`src/rtl/uart_tx_param.sv`:
```
// Parametrised UART transmitter: valid/ready FIFO front end feeding a framed LSB-first serialiser.
// Optional line-break generation (break_req port, BREAK/MARK states) is built with UART_TX_BREAK_EN.
module uart_tx_param #(
    parameter int BAUD_DIV  = 108,
    parameter int DATA_BITS = 8,
    parameter int PARITY    = 0,
    parameter int STOP_BITS = 1,
    parameter int FIFO_AW   = 4
) (
    input  logic                 clk50M,
    input  logic                 rst_n,
    input  logic                 tx_valid,
    input  logic [DATA_BITS-1:0] tx_data,
    output logic                 tx_ready,
    output logic [FIFO_AW:0]     fifo_level,
    output logic                 rs232_tx,
    output logic                 tx_idle
`ifdef UART_TX_BREAK_EN
    ,
    input  logic                 break_req
`endif
);

    localparam int                 DEPTH      = 1 << FIFO_AW;
    localparam logic [15:0]        BAUD_LAST  = 16'(BAUD_DIV - 1);
    localparam logic [3:0]         DATA_LAST  = 4'(DATA_BITS - 1);
    localparam logic [3:0]         STOP_LAST  = 4'(STOP_BITS - 1);
    localparam logic [FIFO_AW:0]   LEVEL_FULL = (FIFO_AW + 1)'(DEPTH);
    localparam logic [FIFO_AW:0]   LEVEL_ONE  = (FIFO_AW + 1)'(1);
    localparam logic [FIFO_AW-1:0] PTR_ONE    = FIFO_AW'(1);
`ifdef UART_TX_BREAK_EN
    localparam logic [3:0]         FRAME_CNT  = 4'(1 + DATA_BITS + ((PARITY != 0) ? 1 : 0) + STOP_BITS);
`endif

    typedef enum logic [2:0] {
        S_IDLE,
        S_START,
        S_DATA,
        S_PARITY,
        S_STOP
`ifdef UART_TX_BREAK_EN
        ,
        S_BREAK,
        S_MARK
`endif
    } state_t;

    // ---------------- FIFO ----------------
    logic [DATA_BITS-1:0] mem [DEPTH];
    logic [FIFO_AW-1:0]   wr_ptr, rd_ptr;
    logic [DATA_BITS-1:0] head;
    logic                 push, pop, fifo_empty;

    assign tx_ready   = (fifo_level != LEVEL_FULL);
    assign fifo_empty = (fifo_level == '0);
    assign push       = tx_valid & tx_ready;
    assign head       = mem[rd_ptr];

    always_ff @(posedge clk50M) begin
        if (push) mem[wr_ptr] <= tx_data;
    end

    always_ff @(posedge clk50M or negedge rst_n) begin
        if (!rst_n) begin
            wr_ptr     <= '0;
            rd_ptr     <= '0;
            fifo_level <= '0;
        end else begin
            if (push) wr_ptr <= wr_ptr + PTR_ONE;
            if (pop)  rd_ptr <= rd_ptr + PTR_ONE;
            case ({push, pop})
                2'b10:   fifo_level <= fifo_level + LEVEL_ONE;
                2'b01:   fifo_level <= fifo_level - LEVEL_ONE;
                default: fifo_level <= fifo_level;
            endcase
        end
    end

    // ---------------- serialiser FSM ----------------
    state_t               state, state_nxt;
    logic [15:0]          baud_cnt, baud_nxt;
    logic [3:0]           bit_cnt, bit_nxt;
    logic [DATA_BITS-1:0] shreg, shreg_nxt;
    logic                 par_bit, par_nxt;
    logic                 line_nxt;
    logic                 bit_end;

    assign bit_end = (baud_cnt == BAUD_LAST);
    assign tx_idle = fifo_empty && (state == S_IDLE);

    always_ff @(posedge clk50M or negedge rst_n) begin
        if (!rst_n) begin
            state    <= S_IDLE;
            baud_cnt <= '0;
            bit_cnt  <= '0;
            shreg    <= '0;
            par_bit  <= 1'b0;
            rs232_tx <= 1'b1;
        end else begin
            state    <= state_nxt;
            baud_cnt <= baud_nxt;
            bit_cnt  <= bit_nxt;
            shreg    <= shreg_nxt;
            par_bit  <= par_nxt;
            rs232_tx <= line_nxt;
        end
    end

    always_comb begin
        state_nxt = state;
        baud_nxt  = baud_cnt + 16'd1;
        bit_nxt   = bit_cnt;
        shreg_nxt = shreg;
        par_nxt   = par_bit;
        pop       = 1'b0;
        case (state)
            S_IDLE: begin
                baud_nxt = '0;
`ifdef UART_TX_BREAK_EN
                if (break_req) begin
                    state_nxt = S_BREAK;
                    bit_nxt   = '0;
                end else
`endif
                if (!fifo_empty) pop = 1'b1;
            end
            S_START: begin
                if (bit_end) begin
                    baud_nxt  = '0;
                    bit_nxt   = '0;
                    state_nxt = S_DATA;
                end
            end
            S_DATA: begin
                if (bit_end) begin
                    baud_nxt  = '0;
                    shreg_nxt = shreg >> 1;
                    if (bit_cnt == DATA_LAST) begin
                        bit_nxt   = '0;
                        state_nxt = (PARITY != 0) ? S_PARITY : S_STOP;
                    end else begin
                        bit_nxt = bit_cnt + 4'd1;
                    end
                end
            end
            S_PARITY: begin
                if (bit_end) begin
                    baud_nxt  = '0;
                    bit_nxt   = '0;
                    state_nxt = S_STOP;
                end
            end
            S_STOP: begin
                if (bit_end) begin
                    baud_nxt = '0;
                    if (bit_cnt == STOP_LAST) begin
                        bit_nxt   = '0;
                        state_nxt = S_IDLE;
`ifdef UART_TX_BREAK_EN
                        if (break_req) state_nxt = S_BREAK;
                        else
`endif
                        if (!fifo_empty) pop = 1'b1;
                    end else begin
                        bit_nxt = bit_cnt + 4'd1;
                    end
                end
            end
`ifdef UART_TX_BREAK_EN
            // bit_cnt counts elapsed bit periods (saturating) to guarantee a full frame of low line
            S_BREAK: begin
                if (bit_end) begin
                    baud_nxt = '0;
                    if (bit_cnt != FRAME_CNT) bit_nxt = bit_cnt + 4'd1;
                end
                if (!break_req && bit_cnt == FRAME_CNT) begin
                    baud_nxt  = '0;
                    bit_nxt   = '0;
                    state_nxt = S_MARK;
                end
            end
            S_MARK: begin
                if (bit_end) begin
                    baud_nxt  = '0;
                    state_nxt = S_IDLE;
                end
            end
`endif
            default: begin
                baud_nxt  = '0;
                bit_nxt   = '0;
                state_nxt = S_IDLE;
            end
        endcase
        // popping a word always starts a new frame, from IDLE or straight out of STOP
        if (pop) begin
            shreg_nxt = head;
            par_nxt   = (PARITY == 1) ? ~^head : ^head;
            baud_nxt  = '0;
            bit_nxt   = '0;
            state_nxt = S_START;
        end
    end

    // the line is registered from the current state, so it lags the FSM by one clock
    always_comb begin
        line_nxt = 1'b1;
        case (state)
            S_START:  line_nxt = 1'b0;
            S_DATA:   line_nxt = shreg[0];
            S_PARITY: line_nxt = par_bit;
`ifdef UART_TX_BREAK_EN
            S_BREAK:  line_nxt = 1'b0;
`endif
            default:  line_nxt = 1'b1;
        endcase
    end

endmodule
```
`config.mk`:
```
export PLATFORM = sky130hd
export DESIGN_NAME = uart_tx_param
export DESIGN_NICKNAME = d
export VERILOG_FILES = /design/src/rtl/uart_tx_param.sv
export SDC_FILE = /design/constraint.sdc
export NUM_CORES = 1
export LEC_CHECK = 0
export ABC_CLOCK_PERIOD_IN_PS = 4000
export CAP_MARGIN = 30
export CORE_ASPECT_RATIO = 2
export CORE_MARGIN = 2
export CORE_UTILIZATION = 60
export CTS_CLUSTER_DIAMETER = 100
export DETAILED_ROUTE_END_ITERATION = 7
export PLACE_DENSITY_LB_ADDON = 0.2
export SLEW_MARGIN = 20
export SYNTH_ARGS = -nofsm -noshare
export SYNTH_HDL_FRONTEND = slang
export SYNTH_SLANG_ARGS = --single-unit
```
`constraint.sdc`:
```
create_clock -name clk50M -period 4 [get_ports clk50M]
set_input_delay 0.8 -clock clk50M [delete_from_list [all_inputs] [get_ports clk50M]]
set_output_delay 0.8 -clock clk50M [all_outputs]
set_load 0.01 [all_outputs]
```
==> results.txt, run 1 <==
Post-synth EDFFs: 128
Crit. End Element: flop
CTS Buf Count: 17
RePlAce Congestion: 0.794
source of the critical timing path: baud_cnt[0]
Seq. cell area: 0.00500 sq mm
total setup buffers inserted after CTS: 0
hpwl dp: 9910 um
share of post-route cells with drive strength above 1: 14.0%
final hold violations: 0
I/O Buffers: 18
unrepaired setup endpoints after global routing: false
Yosys top cell area share: 51.7%
Startpoint Class: flop
outcome: finished, final reports clean
aggregate global-route resource usage: 23.3%
maximum clock frequency: 279 MHz
Slew @ Worst Pin: 0.919 ns
clock tree buffer depth: 2
critical path class: reg2reg
Mapped Cells: 474
vias in the first global route: 4197
I/O pins: 19
final setup violation count: 0
flops & latches, synth: 174
H-tree Lvls: 4
vias post-DR: 3973
count leader, synth: edfxtp_1
Die Ht: 161 um
Area Growth Syn to Fin: 11.6%
Reg2Reg Depth: 15
GRT overflow: 0
Stages on worst setup path: 15
clock transition at the registers of the reported paths: 0.07 ns
Post-Syn Nets: 497
fin crit share: 89.8%
worst r2r src: baud_cnt[0]
Leak: 3.08 nW
slowest CP cell: a2111o_1
register area share after synthesis: 67.2%
largest fanout on the critical path: 9
PwrDens: 521 mW/mm^2
post-CTS resize count: 0
maximum vdd drop: 438 uV
CTS tree: built
Critical Path, Cell by Cell: ha_1 -> nor4b_1 -> and4_1 -> nand2_1 -> a2111o_1 -> inv_1 -> ha_1 -> xor2_1 -> ha_1 -> o21ai_0 -> a21oi_1 -> a21oi_1 -> xor2_1 -> nor2_1 -> xor2_1
fillers: 837
Bufs and invs on worst path: 1
core area: 0.0121 sq mm
Tmin final: 3.59 ns
Synth Cell Area: 0.00743 sq mm
setup TNS: 0 ns
routed len/inst: 21.5 um
max-slew violations: 0
fin util: 68.5%
diode count: 0
slowest stage delay, CP: 0.44 ns
DR DRC count: 0
Worst Path Arrival: 3.91 ns
worst clock skew: 0.0106 ns
number of max-cap violations: 0
CTS sink count: 174
Antenna Violating Nets Remaining: 0
number of distinct library cells after synthesis: 45
first-pass GRT wire length: 21900 um
total number of yosys warnings: 0
# rows: 57
drt pass-1 iters: 4
# nets final: 523
DRT Wirelength: 14200 um
Clock Tree Root: clkbuf_16
Async SR Flop Fraction: 26.4%
drt first-iter violations: 192
cts hold-fix bufs: 0
prevailing post-synth register cell: edfxtp_1
initial antenna violation count: 0
Setup crit end: fifo_level[4]
Min-Delay Path Class: in2async
R2R Setup Slk: 0.41 ns
area leader, netlist: edfxtp_1
r2r endpoint: fifo_level[4]
die width: 82.7 um
Avg Cell Area, Syn: 15.7 sq um
starting density of the core: 61.3%
largest net degree at the start of global routing: 35
Placed Area: 0.00772 sq mm
die area: 0.0134 sq mm
post-DR vias/cell: 6.02
Critical Path RT: 4.32 ns
delay-heaviest family, CP: adder cells
area of the multi-input gates: 0.00225 sq mm
Slew headroom: 38.5%
most common library cells after synthesis: edfxtp_1 (128), nor2_1 (46), dfrtp_1 (45), nand2_1 (34)
Skew-Pair Late Insertion Delay: 0.43 ns
largest cells by area after synthesis: edfxtp_1 (52%), dfrtp_1 (15%), mux4_2 (6.7%), mux4_1 (3.5%), xnor2_1 (2.6%)
cell area after layout: 0.00830 sq mm
worst min path at each step:
stage / startpoint / to / slack [ns] / cells after the start
finish: rst_n / baud_cnt[0] / 0.30 / 1
global route: rst_n / state[1] / 0.32 / 1
CTS: rst_n / baud_cnt[4] / 0.31 / 1
detailed placement: baud_cnt[0] / baud_cnt[0] / 0.49 / 1
global placement: baud_cnt[0] / baud_cnt[0] / 0.46 / 1
floorplan: baud_cnt[0] / baud_cnt[0] / 0.45 / 1
cell families (layout without fill, tap and decap cells):
kind of cell / after synthesis / in the layout / share of synthesized area, %
flip-flops: 174 / 174 / 67.2
AND/OR/NAND/NOR: 129 / 129 / 8.20
AO/OA/AOI/OAI: 49 / 49 / 4.07
multiplexers: 43 / 43 / 11.8
XOR/XNOR: 35 / 35 / 4.12
buffers and inverters: 32 / 71 / 2.59
adder cells (fa/ha/maj): 12 / 12 / 2.02
per-layer routing:
metal / up-vias / GRT usage [%] / wire [um]
met3: 12 / 5.98 / 360
met2: 66 / 44.6 / 8670
met1: 2048 / 23.4 / 4960
met5: - / 0 / 0
met4: 0 / 6.93 / 194
li1: 1847 / - / -
area by class of cell:
class	instances	area share [%]
Clock buffer	18	5.17
Clock inverter	14	1.79
Inverter	10	0.452
Multi-Input combinational cell	268	27.1
Sequential cell	174	60.2
Tap cell	147	2.22
Timing Repair Buffer	29	3.11
sequential cells by signal (all words and copies together) (netlist names):
signal      cells
fifo_level      5
mem           128
baud_cnt       16
state           3
shreg           8
par_bit         1
bit_cnt         4
wr_ptr          4
rs232_tx        1
rd_ptr          4
placed cells by master (no fill, tap or decap), drive strengths merged, types with 4 or more instances in the layout:
cell / Yosys / final
nand2: 34 / 34
a21oi: 15 / 15
mux2: 4 / 4
nor2b: 5 / 5
nand3: 8 / 8
clkdlybuf4s50: 0 / 17
inv: 10 / 18
buf: 12 / 12
edfxtp: 128 / 128
xnor2: 22 / 22
clkinv: 0 / 4
dfrtp: 45 / 45
mux4: 32 / 32
ha: 12 / 12
xor2: 13 / 13
nand2b: 6 / 6
a22oi: 17 / 17
clkbuf: 7 / 18
nor3: 6 / 6
o21ai: 12 / 12
nor2: 46 / 46
mux2i: 7 / 7
nand4: 5 / 5
per-stage QoR:
stage | setup slack [ns] | cells | power (mW) | hold WS (ns)
after detailed placement | 0.405 | 628 | 2.76 | 0.489
final | 0.409 | 660 | 4.33 | 0.305
after CTS | 0.398 | 660 | 4.36 | 0.312
after global placement | 0.535 | 628 | 2.73 | 0.462
after floorplan | 0.655 | 474 | 2.53 | 0.448
after global routing | 0.0634 | 660 | 4.49 | 0.325
power breakdown:
part           switching (mW)  internal, mW
Clock                   0.727         0.882
Combinational           0.280         0.208
Sequential              0.109          2.12
Total                    1.12          3.21
Note: power is estimated with default switching activity, not from simulation.
==> inputs of run 2 (changes only) <==
- CTS_CLUSTER_DIAMETER: 100 -> 120
==> results of run 2 <==
The final DEF is identical to that of run 1; final timing and power are the same.
